--- src/rtl/spi_cmd_sched.sv ---
// Round-robin scheduler sharing one SPI frame engine; grant->o_tx_vld next cycle, ack one cycle after done/timeout.
// Engine backpressure holds o_tx_vld/o_tx_data stable; requests wait until IDLE (no queueing beyond i_req levels).
module spi_cmd_sched #(
  parameter int REQ_NUM = 3,
  parameter int DATA_W  = 24,
  parameter int GAP_CYC = 10,
  parameter int TO_CYC  = 255
) (
  input  logic                      i_clk,
  input  logic                      i_rst_n,
  input  logic [REQ_NUM-1:0]        i_req,
  input  logic [REQ_NUM*DATA_W-1:0] i_req_data,
  output logic [REQ_NUM-1:0]        o_ack,
  output logic [DATA_W-1:0]         o_rsp_data,
  output logic                      o_rsp_err,
  output logic                      o_tx_vld,
  output logic [DATA_W-1:0]         o_tx_data,
  input  logic                      i_tx_rdy,
  input  logic                      i_tx_done,
  input  logic [DATA_W-1:0]         i_rx_data,
  output logic                      o_busy
);

  localparam int IDX_W = (REQ_NUM > 1) ? $clog2(REQ_NUM) : 1;
  localparam int TO_W  = (TO_CYC > 1) ? $clog2(TO_CYC + 1) : 1;
  localparam int GAP_W = (GAP_CYC > 0) ? $clog2(GAP_CYC + 1) : 1;
  localparam logic [IDX_W-1:0] LAST_IDX = IDX_W'(REQ_NUM - 1);
  localparam logic [TO_W-1:0]  TO_LAST  = TO_W'(TO_CYC - 1);
  localparam logic [GAP_W-1:0] GAP_LAST = GAP_W'((GAP_CYC > 0) ? GAP_CYC - 1 : 0);

  typedef enum logic [2:0] {ST_IDLE, ST_ISSUE, ST_BUSY, ST_RESP, ST_GAP} state_t;

  state_t             state_q, state_d;
  logic [IDX_W-1:0]   ptr_q, ptr_d;
  logic [IDX_W-1:0]   grant_q, grant_d;
  logic [TO_W-1:0]    to_cnt_q, to_cnt_d;
  logic [GAP_W-1:0]   gap_cnt_q, gap_cnt_d;
  logic [REQ_NUM-1:0] ack_q, ack_d;
  logic [DATA_W-1:0]  rsp_data_q, rsp_data_d;
  logic               rsp_err_q, rsp_err_d;
  logic               tx_vld_q, tx_vld_d;
  logic [DATA_W-1:0]  tx_data_q, tx_data_d;
  logic               busy_q;

  logic [DATA_W-1:0]  req_word [REQ_NUM];
  logic               arb_hit;
  logic [IDX_W-1:0]   arb_idx;
  logic [IDX_W-1:0]   arb_cand;

  for (genvar g = 0; g < REQ_NUM; g++) begin : g_word
    assign req_word[g] = i_req_data[g*DATA_W +: DATA_W];
  end

  // Scan ptr+1, ptr+2, ... with explicit wrap so non-power-of-2 REQ_NUM stays in range.
  always_comb begin
    arb_hit  = 1'b0;
    arb_idx  = '0;
    arb_cand = ptr_q;
    for (int i = 0; i < REQ_NUM; i++) begin
      arb_cand = (arb_cand == LAST_IDX) ? '0 : arb_cand + 1'b1;
      if (!arb_hit && i_req[arb_cand]) begin
        arb_hit = 1'b1;
        arb_idx = arb_cand;
      end
    end
  end

  always_comb begin
    state_d    = state_q;
    ptr_d      = ptr_q;
    grant_d    = grant_q;
    to_cnt_d   = to_cnt_q;
    gap_cnt_d  = gap_cnt_q;
    ack_d      = '0;
    rsp_data_d = rsp_data_q;
    rsp_err_d  = rsp_err_q;
    tx_vld_d   = tx_vld_q;
    tx_data_d  = tx_data_q;
    case (state_q)
      ST_IDLE: begin
        if (arb_hit) begin
          grant_d   = arb_idx;
          tx_data_d = req_word[arb_idx];
          tx_vld_d  = 1'b1;
          state_d   = ST_ISSUE;
        end
      end
      ST_ISSUE: begin
        if (tx_vld_q && i_tx_rdy) begin
          tx_vld_d = 1'b0;
          to_cnt_d = '0;
          state_d  = ST_BUSY;
        end
      end
      ST_BUSY: begin
        to_cnt_d = to_cnt_q + 1'b1;
        // Done takes priority over a timeout landing in the same cycle.
        if (i_tx_done) begin
          rsp_data_d     = i_rx_data;
          rsp_err_d      = 1'b0;
          ack_d[grant_q] = 1'b1;
          state_d        = ST_RESP;
        end else if (to_cnt_q == TO_LAST) begin
          rsp_data_d     = '0;
          rsp_err_d      = 1'b1;
          ack_d[grant_q] = 1'b1;
          state_d        = ST_RESP;
        end
      end
      ST_RESP: begin
        ptr_d     = grant_q;
        gap_cnt_d = '0;
        state_d   = (GAP_CYC == 0) ? ST_IDLE : ST_GAP;
      end
      ST_GAP: begin
        if (gap_cnt_q == GAP_LAST) state_d = ST_IDLE;
        else                       gap_cnt_d = gap_cnt_q + 1'b1;
      end
      default: state_d = ST_IDLE;
    endcase
  end

  always_ff @(posedge i_clk or negedge i_rst_n) begin
    if (!i_rst_n) begin
      state_q    <= ST_IDLE;
      ptr_q      <= LAST_IDX;
      grant_q    <= '0;
      to_cnt_q   <= '0;
      gap_cnt_q  <= '0;
      ack_q      <= '0;
      rsp_data_q <= '0;
      rsp_err_q  <= 1'b0;
      tx_vld_q   <= 1'b0;
      tx_data_q  <= '0;
      busy_q     <= 1'b0;
    end else begin
      state_q    <= state_d;
      ptr_q      <= ptr_d;
      grant_q    <= grant_d;
      to_cnt_q   <= to_cnt_d;
      gap_cnt_q  <= gap_cnt_d;
      ack_q      <= ack_d;
      rsp_data_q <= rsp_data_d;
      rsp_err_q  <= rsp_err_d;
      tx_vld_q   <= tx_vld_d;
      tx_data_q  <= tx_data_d;
      busy_q     <= (state_d != ST_IDLE);
    end
  end

  assign o_ack      = ack_q;
  assign o_rsp_data = rsp_data_q;
  assign o_rsp_err  = rsp_err_q;
  assign o_tx_vld   = tx_vld_q;
  assign o_tx_data  = tx_data_q;
  assign o_busy     = busy_q;

endmodule

--- config.mk ---
export PLATFORM = sky130hd
export DESIGN_NAME = spi_cmd_sched
export DESIGN_NICKNAME = d
export VERILOG_FILES = /design/src/rtl/spi_cmd_sched.sv
export SDC_FILE = /design/constraint.sdc
export NUM_CORES = 1
export LEC_CHECK = 0
export ABC_AREA = 1
export BUFFER_PORTS_ARGS = -buffer_cell sky130_fd_sc_hd__buf_2
export CAP_MARGIN = 10
export CORE_UTILIZATION = 25
export DETAILED_ROUTE_END_ITERATION = 8
export PLACE_DENSITY = 0.45
export SLEW_MARGIN = 40
export SYNTH_ARGS = -nofsm -noshare
export SYNTH_HDL_FRONTEND = slang
export SYNTH_SLANG_ARGS = --single-unit
export TNS_END_PERCENT = 5
--- constraint.sdc ---
create_clock -name i_clk -period 1.61 [get_ports i_clk]
set_input_delay 0.322 -clock i_clk [delete_from_list [all_inputs] [get_ports i_clk]]
set_output_delay 0.322 -clock i_clk [all_outputs]
set_load 0.01 [all_outputs]
=== Word-level counts from Yosys, hierarchy flattened ===
Index checks and enable logic that the tools add are counted.

* $add $sub $neg: 5
* Magnitude comparators: 6
* Equal/unequal tests: 12
* Muxes and demuxes: 40
* Bitwise logic cells: 1
* Reductions and logical operators: 17

{| class="wikitable"
|+ Operators by type and width
! cell !! number
|-
| 24-bit two-way mux || 4
|-
| 24-bit binary-select mux with 2-bit select || 1
|-
| 3-bit two-way mux || 8
|-
| 8-bit one-hot mux with 2 select lines || 1
|-
| 3-bit one-hot mux with 5 select lines || 1
|-
| 2-bit by 3-bit < comparator with 1-bit output, second input constant || 4
|-
| 2-bit two-way mux || 6
|-
| 1-bit two-way mux || 11
|-
| 8-bit by 1-bit adder with 8-bit output, second input constant || 1
|-
| 8-bit equality test, second input constant || 1
|-
| 8-bit two-way mux || 1
|-
| 4-bit one-hot mux with 2 select lines || 1
|-
| 2-bit AND reduction || 4
|-
| 2-bit nonzero test || 4
|-
| 2-bit by 1-bit adder with 2-bit output, second input constant || 3
|-
| 1-bit binary-select mux with 2-bit select || 3
|-
| 2-bit equality test, second input constant || 3
|-
| 3-bit by 2-bit equality test with 1-bit output, second input constant || 2
|-
| 2-bit inequality test, second input constant || 3
|-
| 4-bit by 1-bit adder with 4-bit output, second input constant || 1
|-
| 4-bit equality test, second input constant || 1
|-
| 1-bit logical AND || 4
|-
| 4-bit two-way mux || 1
|-
| 3-bit by 1-bit equality test with 1-bit output, second input constant || 1
|-
| other kinds (10) || 11
|}

* Bits in registers: 73
* Input port bits: 103
* Output and inout bits: 54
* Word-level logic and storage cells: 92

=== Longest topological paths before layout ===
* Depth after elaboration: 15
* Depth in mapped cells: 11
* Mapped depth without buffers: 10

=== Worst setup path before layout ===
OpenSTA, ideal clock, no wires.

* Path type: register to register
* Start point: reg ptr_q[1]
* End point: reg busy_q (netlist: o_busy)
* Arrival time: 1.543 ns
* Slack: -0.067 ns
* Cell stages (with the launch flop): 10
* Buffers on the path: 1
* Path through: dfstp_2 > inv_2 > nand3_1 > nand3_4 > nand3b_1 > nand2_4 > inv_4 > buf_6 > a21oi_2 > nand4_1

* Word-level cells in the longest chain between the ends: 14
* Elaborated cells between the ends (all ways): 25
* Classes of those cells: add/sub: 3; eq/ne: 3; mux: 14; reduce/logical: 5

{| class="wikitable"
|+ RTL lines
! what !! RTL line !! RTL
|-
| from (decl) || 34 || <nowiki>logic [IDX_W-1:0] ptr_q, ptr_d;</nowiki>
|-
| from (signal assigned) || 138 || <nowiki>ptr_q <= ptr_d;</nowiki>
|-
| 2-bit by 1-bit adder with 2-bit output or 2-bit equality test (tied branches) || 60 || <nowiki>arb_cand = (arb_cand == LAST_IDX) ? '0 : arb_cand + 1'b1;</nowiki>
|-
| 2-bit two-way mux * || 60 ||
|-
| parallel branches: the longest is 8 deep, another holds 2-bit by 1-bit adder with 2-bit output || n/a ||
|-
| 1-bit two-way mux * || 61 || <nowiki>if (!arb_hit && i_req[arb_cand]) begin</nowiki>
|-
| 3-bit two-way mux * || 81 || <nowiki>if (arb_hit) begin</nowiki>
|-
| 3-bit one-hot mux with 5 select lines * || 79 || <nowiki>case (state_q)</nowiki>
|-
| 3-bit nonzero test * || 147 || <nowiki>busy_q <= (state_d != ST_IDLE);</nowiki>
|-
| to (signal assigned) || 147 ||
|-
| to (decl) || 43 || <nowiki>logic busy_q;</nowiki>
|}

Mark *: on every way between the ends. The select of a mux whose other input is x is not followed.
A chain may end at the register's enable or synchronous reset.

=== Final worst setup path ===
* Start point: reg ptr_q[1]
* End point: reg tx_data_q[17] (netlist: o_tx_data[17])

* Word-level cells in the longest chain between the ends: 15
* Elaborated cells between the ends (all ways): 30
* Classes of those cells: add/sub: 3; eq/ne: 3; mux: 18; bitwise: 1; reduce/logical: 5

{| class="wikitable"
|+ RTL lines
! what !! RTL line !! RTL
|-
| 2-bit by 1-bit adder with 2-bit output or 2-bit equality test (tied branches) || 60 ||
|-
| 2-bit two-way mux * || 60 ||
|-
| parallel branches: the longest is 13 deep, another holds 2-bit by 1-bit adder with 2-bit output || n/a ||
|-
| to (signal assigned) || 146 || <nowiki>tx_data_q <= tx_data_d;</nowiki>
|-
| to (decl) || 42 || <nowiki>logic [DATA_W-1:0] tx_data_q, tx_data_d;</nowiki>
|}

Marks and branches as above.

==> metrics.md <==
| Metric | Value |
|---|---|
| Startpoint types | flip-flop |
| # diodes | 0 |
| Final Util | 0.362 |
| Failing checks | negative setup slack |
| Req. time, crit path | 1.87 ns |
| Horiz. Die Dim | 127 um |
| Site row count | 45 |
| I/O Buffers | 156 |
| Clock Pin Slew Worst Setup and Hold Paths | 0.06 ns |
| Tcrit/Tclk final | 1.08 |
| Die area | 16100 sq um |
| RSZ-0062 raised after global routing | yes |
| Initial Utilization | 0.257 |
| Post-synth ARST share | 1.00 |
| Gr ovfl total | 0 |
| Largest cells by area after synthesis | dfrtp_1, nand3_1, nand2_1 |
| Number of fill cells | 1609 |
| CTS HTree Levels | 3 |
| Post-synth EDFFs | 0 |
| DR vias | 3721 |
| Final setup viols | 27 |
| Vias in the first global route | 3610 |
| Sum Neg Setup Slack | -2.71 ns |
| Initial antenna violation count | 1 |
| Commonest cells post-synth | nand2_1, inv_1, nand3_1 |
| Total GRT Usage | 0.143 |
| Final Max Tran Viols | 0 |
| Yosys cell types | 35 |
| CTS max path bufs | 2 |
| Post-synth design cell area | 3900 sq um |
| Count leader, synth | nand2_1 |
| Final ANT Viol Nets | 0 |
| CTS tree | yes |
| Post-CTS Setup Inserts | 0 |
| Slew HR | 0.712 |
| Vias/cell | 4.40 |
| CTS sink count | 73 |
| Register bit total from synthesis | 73 |
| CTS Root Cell | clkbuf_16 |
| CTS Buf Count | 9 |
| Final Hold Fails | 0 |
| Slew @ Worst Pin | 0.432 ns |
| Most used DFF post-synth | dfrtp_1 |
| Area leader, netlist | dfrtp_1 |
| Area Growth Syn to Fin | 41.3% |
| Setup WS post-layout | -0.132 ns |
| Clock skew | 0.00819 ns |
| Ratio of cells with drive above 1 in the final layout | 0.373 |
| VDD IR-drop max | 0.000720 V |
| Worst Hold Class | in -> reg |
| Total Routed Length | 11100 um |
| Leak | 3.01 nW |
| Post-synthesis cell count | 473 |
| Die Ht | 127 um |
| Syn nets | 580 |
| CP max FO | 24 |
| Largest net degree at the start of global routing | 74 |
| Post-synth top area share | 0.462 |
| DRT iter0 DRCs | 153 |
| Achievable Freq | 574 MHz |
| First-pass GRT wire length | 17800 um |
| R2r setup slk | -0.13 ns |
| Critical Path AT | 2.01 ns |
| Post-Syn Area per Cell | 8.25 sq um |
| Nets | 759 |
| Core footprint | 15200 sq um |
| Hold slack | 0.205 ns |
| Max-cap viol count | 0 |
| WS Path Type | reg -> reg |
| DR WL/cell | 13.2 um |
| Status | complete, but fails checks |
| Worst skew pair latency | 0.34 ns |
| # IOs | 157 |
| Final HPWL DP | 8140 um |
| DR pass1 iterations | 4 |
| Synth warnings | 0 |
| Worst setup EP type | flip-flop |
| Power density over cell area | 1900 nW/um^2 |
| DRC Markers | 0 |
| Gpl congestion | 0.809 |
| Fin crit period | 1.74 ns |
| Seq/Total Area, Yosys | 0.469 |
-- power breakdown --
part / internal [W] / switching (W)
Sequential: 0.00260 / 0.000468
Clock: 0.00140 / 0.000767
Combinational: 0.00224 / 0.00297
Total: 0.00625 / 0.00420
-- cell type report --
| type | instances | area [sq um] | share of cell area |
|---|---|---|---|
| multi-input cells | 295 | 1670 | 0.303 |
| clock inverters | 4 | 76.3 | 0.0139 |
| inverters | 84 | 323 | 0.0586 |
| well taps | 188 | 235 | 0.0427 |
| flip-flops and latches | 73 | 1830 | 0.332 |
| clock buffers | 12 | 246 | 0.0447 |
| repair buffers | 189 | 1130 | 0.205 |
-- stage by stage --
step	setup WS [ns]	total power [W]	instances	cell area (sq um)
after floorplan	-0.0660	0.00634	473	3910
after global placement	-0.134	0.00822	828	5130
after detailed placement	-0.152	0.00827	828	5130
after CTS	-0.141	0.0106	845	5490
after global routing	-0.234	0.0113	845	5510
final	-0.132	0.0104	845	5510
-- path summary, 6_finish.rpt --
check                                 to    startpoint  cells after the start
max                        o_tx_data[17]      ptr_q[1]                     10
min                        o_rsp_data[8]  i_rx_data[8]                      2
max reg2reg                o_tx_data[17]      ptr_q[1]                     10
min reg2reg                  to_cnt_q[7]   to_cnt_q[7]                      1
max in group asynchronous       ptr_q[1]       i_rst_n                      3
min in group asynchronous   o_tx_data[9]       i_rst_n                      3
-- registers in the layout, indices dropped and copies added (netlist names) --
name        count
o_rsp_data     24
o_tx_data      24
to_cnt_q        8
gap_cnt_q       4
o_ack           3
state_q         3
grant_q         2
ptr_q           2
o_busy          1
o_rsp_err       1
o_tx_vld        1
-- worst max-delay path, stage by stage (launching register included) --
cell	delay [ns]
dfstp_2	0.56
inv_2	0.07
nand3_1	0.09
nand2_2	0.07
nor2_4	0.12
buf_4	0.13
nand4_4	0.10
buf_12	0.19
nand3_1	0.07
nand3_1	0.10
a21oi_2	0.14
-- kinds of logic (layout without fill, tap and decap cells) --
| logic type | after synthesis | in the layout | synth area share |
|---|---|---|---|
| AOI/OAI and AO/OA | 62 | 62 | 0.125 |
| xor gates and xnor gates | 2 | 2 | 0.00449 |
| buffers and inverters | 105 | 289 | 0.113 |
| and+or+nand+nor | 224 | 224 | 0.269 |
| adders and majority gates | 4 | 4 | 0.0128 |
| DFF | 73 | 73 | 0.469 |
| muxes | 3 | 3 | 0.00770 |
-- cells in the final DEF, fill, tap and decap left out, types with 2 or more instances in the layout --
cell type / count
nand3_2: 3
nor2_4: 2
nor2_2: 3
mux2i_1: 3
nor3_1: 9
xnor2_1: 2
a21oi_2: 19
nand3_1: 78
buf_6: 3
buf_2: 155
nand2_1: 91
bufinv_16: 2
clkbuf_16: 9
clkbuf_1: 2
nor2_1: 26
buf_4: 23
o31ai_1: 2
ha_1: 4
nand2_2: 4
dfrtp_1: 71
inv_2: 2
inv_1: 80
buf_12: 7
nand2_4: 2
a21oi_1: 3
o21ai_0: 10
a22o_1: 24
-- routing by layer --
| metal | GRT usage | vias up | share of wire | wire, um |
|---|---|---|---|---|
| li1 | - | 1884 | - | - |
| met4 | 0.0665 | 0 | 0.019 | 215 |
| met1 | 0.184 | 1735 | 0.46 | 5130 |
| met5 | 0 | - | 0 | 0 |
| met3 | 0.0261 | 16 | 0.042 | 472 |
| met2 | 0.232 | 86 | 0.48 | 5300 |
-- timing repair --
item,CTS,global route
gates resized for setup,7,8
setup endpoints to repair,28,55
endpoints found under the hold margin,1,0
hold buffers,1,0
pin swaps,1,0
Note: power is estimated with default switching activity, not from simulation.
